<file path="config.mk">
export PLATFORM = sky130hd
export DESIGN_NAME = or_fold_arbiter
export DESIGN_NICKNAME = d
export VERILOG_FILES = /design/src/rtl/or_fold_pkg.sv /design/src/rtl/or_fold.sv /design/src/rtl/or_fold_arbiter.sv
export SDC_FILE = /design/constraint.sdc
export NUM_CORES = 1
export LEC_CHECK = 0
export ABC_AREA = 1
export BUFFER_PORTS_ARGS = -buffer_cell sky130_fd_sc_hd__buf_2
export CAP_MARGIN = 5
export CORE_ASPECT_RATIO = 0.5
export CORE_MARGIN = 4
export CORE_UTILIZATION = 49
export DETAILED_ROUTE_END_ITERATION = 16
export PLACE_DENSITY_LB_ADDON = 0.12
export SYNTH_ARGS = -nofsm -noshare
export SYNTH_HDL_FRONTEND = slang
export SYNTH_SLANG_ARGS = --single-unit
</file>
<file path="constraint.sdc">
create_clock -name clk -period 2.39 [get_ports clk]
set_input_delay 0 -clock clk [delete_from_list [all_inputs] [get_ports clk]]
set_output_delay 0 -clock clk [all_outputs]
set_load 0.02 [all_outputs]
</file>
<file path="src/rtl/or_fold_pkg.sv">
// Shared types and helpers for the or_fold arbiter slice.
package or_fold_pkg;

    localparam int DEFAULT_DATA_W = 16;

    typedef enum logic [1:0] {
        IDLE    = 2'd0,
        COMPUTE = 2'd1,
        RESP    = 2'd2
    } state_t;

    // Width of a requester index; never narrower than one bit.
    function automatic int id_width(input int n);
        int w;
        w = $clog2(n);
        return (w < 1) ? 1 : w;
    endfunction

endpackage

</file>
<file path="src/rtl/or_fold.sv">
// Combinational fold: ORs the upper half of a word onto its lower half.
module or_fold
    import or_fold_pkg::*;
#(
    parameter int DATA_W = DEFAULT_DATA_W
) (
    input  logic [DATA_W-1:0]   data,
    output logic [DATA_W/2-1:0] result
);

    assign result = data[DATA_W-1:DATA_W/2] | data[DATA_W/2-1:0];

endmodule

</file>
<file path="src/rtl/or_fold_arbiter.sv">
// Round-robin sharing of one or_fold unit among NUM_REQ requesters.
//
//  state   | meaning
//  --------+-----------------------------------------------------------
//  IDLE    | waiting for any request; grant is offered combinationally
//  COMPUTE | captured word is folded into the response registers
//  RESP    | response presented until the consumer takes it
module or_fold_arbiter
    import or_fold_pkg::*;
#(
    parameter  int NUM_REQ = 4,
    parameter  int DATA_W  = DEFAULT_DATA_W,
    parameter  int COUNT_W = 16,
    localparam int ID_W    = id_width(NUM_REQ)
) (
    input  logic                             clk,
    input  logic                             rst_n,
    input  logic [NUM_REQ-1:0]               req_valid,
    input  logic [NUM_REQ-1:0][DATA_W-1:0]   req_data,
    output logic [NUM_REQ-1:0]               req_ready,
    output logic                             resp_valid,
    input  logic                             resp_ready,
    output logic [ID_W-1:0]                  resp_id,
    output logic [DATA_W/2-1:0]              resp_result,
    output logic [COUNT_W-1:0]               served_cnt
);

    if ((DATA_W % 2) != 0 || NUM_REQ < 2) begin : g_param_check
        $error("or_fold_arbiter: DATA_W must be even and NUM_REQ must be at least 2");
    end

    state_t                r_state;
    state_t                w_next_state;
    logic [ID_W-1:0]       r_rr_ptr;
    logic [DATA_W-1:0]     r_data_q;
    logic [ID_W-1:0]       r_id_q;
    logic [ID_W-1:0]       r_resp_id;
    logic [DATA_W/2-1:0]   r_resp_result;
    logic [COUNT_W-1:0]    r_served_cnt;
    logic [ID_W-1:0]       w_grant;
    logic                  w_grant_vld;
    logic [ID_W-1:0]       w_ptr_next;
    logic [DATA_W/2-1:0]   w_fold;

    or_fold #(.DATA_W(DATA_W)) u_or_fold (
        .data   (r_data_q),
        .result (w_fold)
    );

    // Round-robin search: first valid requester at or after the pointer, wrapping.
    always_comb begin : p_grant
        int idx;
        idx         = 0;
        w_grant     = '0;
        w_grant_vld = 1'b0;
        for (int k = 0; k < NUM_REQ; k++) begin
            idx = int'(r_rr_ptr) + k;
            if (idx >= NUM_REQ) idx = idx - NUM_REQ;
            if (!w_grant_vld && req_valid[idx]) begin
                w_grant     = ID_W'(idx);
                w_grant_vld = 1'b1;
            end
        end
        w_ptr_next = (w_grant == ID_W'(NUM_REQ - 1)) ? '0 : w_grant + 1'b1;
        req_ready  = '0;
        if (r_state == IDLE && w_grant_vld) req_ready[w_grant] = 1'b1;
    end

    // FSM state register.
    always_ff @(posedge clk or negedge rst_n) begin
        if (!rst_n) r_state <= IDLE;
        else        r_state <= w_next_state;
    end

    // FSM next-state and response-valid decode.
    always_comb begin
        w_next_state = r_state;
        resp_valid   = 1'b0;
        case (r_state)
            IDLE:    if (w_grant_vld) w_next_state = COMPUTE;
            COMPUTE: w_next_state = RESP;
            RESP: begin
                resp_valid = 1'b1;
                if (resp_ready) w_next_state = IDLE;
            end
            default: w_next_state = IDLE;
        endcase
    end

    // Capture the granted request, load the folded response, count completions.
    always_ff @(posedge clk or negedge rst_n) begin
        if (!rst_n) begin
            r_rr_ptr      <= '0;
            r_data_q      <= '0;
            r_id_q        <= '0;
            r_resp_id     <= '0;
            r_resp_result <= '0;
            r_served_cnt  <= '0;
        end else begin
            if (r_state == IDLE && w_grant_vld) begin
                r_data_q <= req_data[w_grant];
                r_id_q   <= w_grant;
                r_rr_ptr <= w_ptr_next;
            end
            if (r_state == COMPUTE) begin
                r_resp_result <= w_fold;
                r_resp_id     <= r_id_q;
            end
            if (r_state == RESP && resp_ready) begin
                r_served_cnt <= r_served_cnt + COUNT_W'(1);
            end
        end
    end

    assign resp_id     = r_resp_id;
    assign resp_result = r_resp_result;
    assign served_cnt  = r_served_cnt;

endmodule

</file>
Word level (Yosys, flattened, before mapping)
Cells that the tools add are included.
Widths: inputs -> output; s select.
{"block": "classes", "add_sub_neg": 9, "mul": 0, "n_div": 0, "n_lt_le_gt_ge": 10, "n_eq_ne": 5, "shifts": 0, "mux": 34, "bitwise": 1, "n_reduce_logical": 11}
{"cell": "$lt 32x4->1 const B", "count": 4}
{"cell": "$mux 32", "count": 4}
{"cell": "$bmux 16 s2", "count": 1}
{"cell": "$add 16x1->16 const B", "count": 1}
{"cell": "$mux 16", "count": 1}
{"cell": "$mux 1", "count": 14}
{"cell": "$mux 2", "count": 7}
{"cell": "$sub 3x3->4 const B", "count": 3}
{"cell": "$ge 3x3->1 const B", "count": 3}
{"cell": "$bmux 1 s2", "count": 4}
{"cell": "$or 8x8->8", "count": 1}
{"cell": "$add 2x2->3 const B", "count": 2}
{"cell": "$logic_and 1x1->1", "count": 6}
{"cell": "$pmux 2 s3", "count": 1}
{"cell": "$eq 2x2->1 const B", "count": 2}
{"cell": "$mux 4", "count": 1}
{"cell": "$ne 2x2->1 const B", "count": 2}
{"cell": "$sub 2x3->4 const B", "count": 1}
{"cell": "$add 2x1->3 const B", "count": 1}
{"cell": "$ge 2x3->1 const B", "count": 1}
{"cell": "$logic_not 1->1", "count": 3}
{"cell": "$lt 2x3->1 const B", "count": 1}
{"cell": "$add 2x1->2 const B", "count": 1}
{"cell": "$demux 1 s2", "count": 1}
{"cell": "4 further kinds", "count": 4}
{"block": "totals", "register_bits": 48, "latch_bits": 0, "mem_bits_rw": 0, "romBits": 0, "inputBits": 71, "word_cells": 77, "n_memories": 0}

Logic depth before layout (Yosys ltp)
{"block": "logic_depth", "depth_word": 20, "mapped_depth": 15, "ltp_nobuf": 14}

Cells and area by module
A second synthesis with hierarchy kept.
{"block": "hier_totals", "hier_cells": 383, "area_unflattened_um2": 2934.1}
{"module": "or_fold_arbiter", "n_inst": 1, "cells_per_inst": 359, "area_per_inst_um2": 2844.0, "seq_area_each_um2": 1201.2}
{"module": "or_fold", "n_inst": 1, "cells_per_inst": 24, "area_per_inst_um2": 90.1, "seq_area_each_um2": 0.0}

Least setup slack after synthesis
Ideal clock, no wire load.
{"block": "synth_path", "path_type": "reg-to-reg", "start": "register r_rr_ptr[0]", "end": "register r_rr_ptr[1]", "arrival_ns": 1.804, "slack_ns": 0.460, "path_stages_with_launch": 14, "n_path_buf": 2, "synth_period_minus_slack_ns": 1.930, "cell_sequence": "dfrtp_1 > buf_4 > nand2_2 > nand3_1 > nand2_2 > nor2_1 > nor2_1 > nand2_4 > nand2_4 > buf_4 > inv_1 > ha_1 > nand2_1 > o21ai_0"}
{"block": "synth_via", "elab_chain_cells": 17}
{"element": "from (decl)", "line_no": "or_fold_arbiter.sv:34", "text": "logic [ID_W-1:0] r_rr_ptr;"}
{"element": "from (signal assigned)", "line_no": "or_fold_arbiter.sv:103", "text": "r_rr_ptr <= w_ptr_next;"}
{"element": "parallel branches: the longest is 14 deep, another holds $sub 3x3->4"}
{"element": "$mux 2 (*)", "line_no": "or_fold_arbiter.sv:59", "text": "if (!w_grant_vld && req_valid[idx]) begin"}
{"element": "$add 2x1->2 / $eq 2x2->1 (equally long branches)", "line_no": "or_fold_arbiter.sv:64", "text": "w_ptr_next = (w_grant == ID_W'(NUM_REQ - 1)) ? '0 : w_grant + 1'b1;"}
{"element": "$mux 2 (*)", "line_no": "or_fold_arbiter.sv:64"}
{"element": "named net w_ptr_next[1]", "line_no": "or_fold_arbiter.sv:42", "text": "logic [ID_W-1:0] w_ptr_next;"}
Mark *: on every way through the listed nets, which the timed path passes. The select of a mux whose other input is x is not followed.
A chain may end at the register's enable or synchronous reset.

Worst setup path after layout
{"block": "layout_path", "start": "register r_rr_ptr[0]", "end": "output req_ready[3]"}
{"block": "layout_via", "elab_chain_cells": 20}
{"element": "parallel branches: the longest is 19 deep, another holds $sub 3x3->4"}
{"element": "$mux 4 (*)", "line_no": "or_fold_arbiter.sv:66", "text": "if (r_state == IDLE && w_grant_vld) req_ready[w_grant] = 1'b1;"}
{"element": "to (decl)", "line_no": "or_fold_arbiter.sv:20", "text": "output logic [NUM_REQ-1:0] req_ready,"}
Every way passes the cells marked *. The select of a mux whose other input is x is not followed.

==> results.json <==
{
  "antenna_found_initial": 0,
  "track_usage": 0.184,
  "die_h_microns": 63.2,
  "gp_congestion": 0.794,
  "hold_viol_final": 0,
  "cts_buffers": 5,
  "final_cell_mix": "nand2_1, buf_2, inv_1, nand3_1, dfrtp_1",
  "cts_tree": "done",
  "tightestPinTransition_ps": 588,
  "clk_latency_ps": 280,
  "path_common_cell": "nor2_1",
  "syn_nets": 498,
  "htreeDepth": 2,
  "initial_utilization": 0.525,
  "fin_crit_ps": 2180,
  "row_count": 19,
  "combPwrFrac": 0.621,
  "netlist_area_sq_mm": 0.00298,
  "synth_top_area_cell": "dfrtp_1",
  "hold_depth": 4,
  "clock-root-buffer": "clkbuf_16",
  "die_w_microns": 118,
  "crit_arrival_ps": 2180,
  "setup_violations": 0,
  "ys_types": 28,
  "mostFrequentLayoutCell": "nand2_1",
  "timing_worst_setup_path_type": "flop to output port",
  "grt_pass1_vias": 2638,
  "clockBufferDepth": 2,
  "power_switching_share": 0.478,
  "total_power_mw": 5.40,
  "worstHoldPathType": "input pin to flop",
  "grt_max_degree": 37,
  "critPathSlowestCell": "dfrtp_2",
  "relSlewSlack": 0.607,
  "ios": 102,
  "finalMaxSlewViolations": 0,
  "cap_violations": 0,
  "powerDensity_mw_per_mm2": 1430,
  "crit_fanout": 15,
  "drc": 0,
  "tns_ps": 0,
  "vias_per_cell": 4.67,
  "antenna_cells": 0,
  "grt_pass1_wl_microns": 11600,
  "wl_per_cell_microns": 11.2,
  "cts.clk_slew.worst_paths_ps": 60,
  "yosys_warnings": 0,
  "rsz0062_at_grt": "no",
  "crit_chain": "buf_4 -> nand2_2 -> nand3_1 -> nand2_2 -> nor2_1 -> nor2_1 -> nand2_4 -> nand2_4 -> inv_1 -> ha_1 -> inv_1 -> nor2_1 -> buf_2",
  "fillers": 528,
  "internal_power_mw": 2.82,
  "power.share.sequential": 0.250,
  "drt-initial-drc-count": 114,
  "die_area_sq_mm": 0.00748,
  "power_switching_mw": 2.58,
  "fin_worst_skew_ps": 2.90,
  "finalCritPeriodShare": 0.913,
  "critical_path.max_stage_delay_ps": 450,
  "max_freq_ghz": 0.458,
  "grt-ovfl-total": 0,
  "cp-start-kind": "flop",
  "drt-total-wl_microns": 6820,
  "post-synth-top-area-fraction": 0.403,
  "pre_cts_ws_ps": 131,
  "dr.pass1.iters": 4,
  "ys_ff_latch": 48,
  "outcome": "complete, no violations",
  "cellLeakagePower_nw": 2.22,
  "yosysSeqAreaShare": 0.403,
  "routed-via-count": 2843,
  "layout-drive-gt1-share": 0.261,
  "fin_nets": 608,
  "io_buffers": 101,
  "fin_ws_ps": 207,
  "coreArea_sq_mm": 0.00568,
  "crit_required_ps": 2390,
  "hpwlAfterDp_microns": 5140,
  "dp_cells": 592,
  "cts.sinks": 48,
  "ff2ff_path_depth": 12,
  "stdcell_count": 609,
  "ir_drop_v": 0.000811,
  "p_clk_frac": 0.129,
  "synthTopCellsByArea": "dfrtp_1, nand2_1, nand3_1",
  "syn_to_final_growth_pct": 26.5,
  "synth_cells": 425,
  "cp-end-kind": "output port",
  "avgSynthCellArea_sq_um": 7.02,
  "antenna_left": 0
}
## power by group through the flow
stage,clock (mW),combinational (mW),sequential (mW)
global route,0.750,3.85,1.39
global placement,0,3.18,1.36
detailed placement,0,3.21,1.37
finish,0.695,3.35,1.35
CTS,0.718,3.28,1.36
floorplan,0,2.45,1.45
## cell type report
| type | count | area, sq um | area share |
|---|---|---|---|
| multi-input combinational | 292 | 1420 | 0.376 |
| sequential | 48 | 1200 | 0.319 |
| timing repair buffer | 117 | 643 | 0.170 |
| inverter | 71 | 270 | 0.0716 |
| clock buffer | 7 | 143 | 0.0378 |
| tap | 73 | 91.3 | 0.0242 |
| clock inverter | 1 | 7.51 | 0.00199 |
## layer usage
layer / up-vias / GRT usage / wire (microns)
met5: - / 0 / 0
met4: 0 / 0.0394 / 52
met3: 4 / 0.0393 / 371
met2: 72 / 0.308 / 3060
met1: 1248 / 0.248 / 3340
li1: 1519 / - / -
## timing repair
action	CTS	global route
buffers inserted	2	5
resized for setup	3	1
hold endpoints to repair	22	0
pin swaps	0	1
endpoints found under the setup margin	3	4
hold buffers	2	0
## final timing paths
| path | start | to | slack (ps) |
|---|---|---|---|
| setup / recovery | r_rr_ptr[0]$_DFFE_PN0P_ | req_ready[3] | 210 |
| hold / removal | req_data[56] | r_data_q[8]$_DFFE_PN0P_ | 30 |
| setup reg to reg | r_rr_ptr[0]$_DFFE_PN0P_ | r_data_q[0]$_DFFE_PN0P_ | 360 |
| hold reg to reg | served_cnt[15]$_DFFE_PN0P_ | served_cnt[15]$_DFFE_PN0P_ | 460 |
| max in group asynchronous | rst_n | resp_result[6]$_DFFE_PN0N_ | 1450 |
| min in group asynchronous | rst_n | served_cnt[2]$_DFFE_PN0P_ | 210 |
## worst max-delay path: cells and delay by family, from the launching register on
family,cells,cell delay [ps]
DFF,1,450
adders and majority gates,1,200
and+or+nand+nor,8,790
buffers and inverters,4,460
## cell usage after synthesis (all sizes together)
cell type    n
o21ai       15
nand3       69
ha           2
nand4        2
buf         12
nor2        29
nor3b        1
xnor2        5
nand3b       1
or2         17
a21oi        2
nand2      137
dfrtp       48
nor3         2
inv         71
clkbuf       2
o21a         1
xor2         9
## stage by stage
| stage | util | hold slack (ps) | area, sq um |
|---|---|---|---|
| after CTS | 0.657 | 24.4 | 3730 |
| after detailed placement | 0.623 | -4.14 | 3540 |
| after global placement | 0.623 | -7.39 | 3540 |
| final | 0.664 | 29.1 | 3770 |
| after floorplan | - | -296 | 2980 |
| after global routing | 0.664 | 46.7 | 3770 |
## sequential cells by signal, summed over array words and instances, names as in the netlist
name / flops
r_data_q: 16
served_cnt: 16
resp_result: 8
r_id_q: 2
r_rr_ptr: 2
r_state: 2
resp_id: 2
## logic make-up (layout without fill, tap and decap cells)
| family | after synthesis | after routing | synth area share |
|---|---|---|---|
| XOR/XNOR | 14 | 14 | 0.0411 |
| buffers and inverters | 85 | 196 | 0.125 |
| AND/OR/NAND/NOR | 258 | 258 | 0.392 |
| adder cells (fa/ha/maj) | 2 | 2 | 0.00838 |
| AO/OA/AOI/OAI | 18 | 18 | 0.0310 |
| flip-flops | 48 | 48 | 0.403 |
Note: power is estimated with default switching activity, not from simulation.
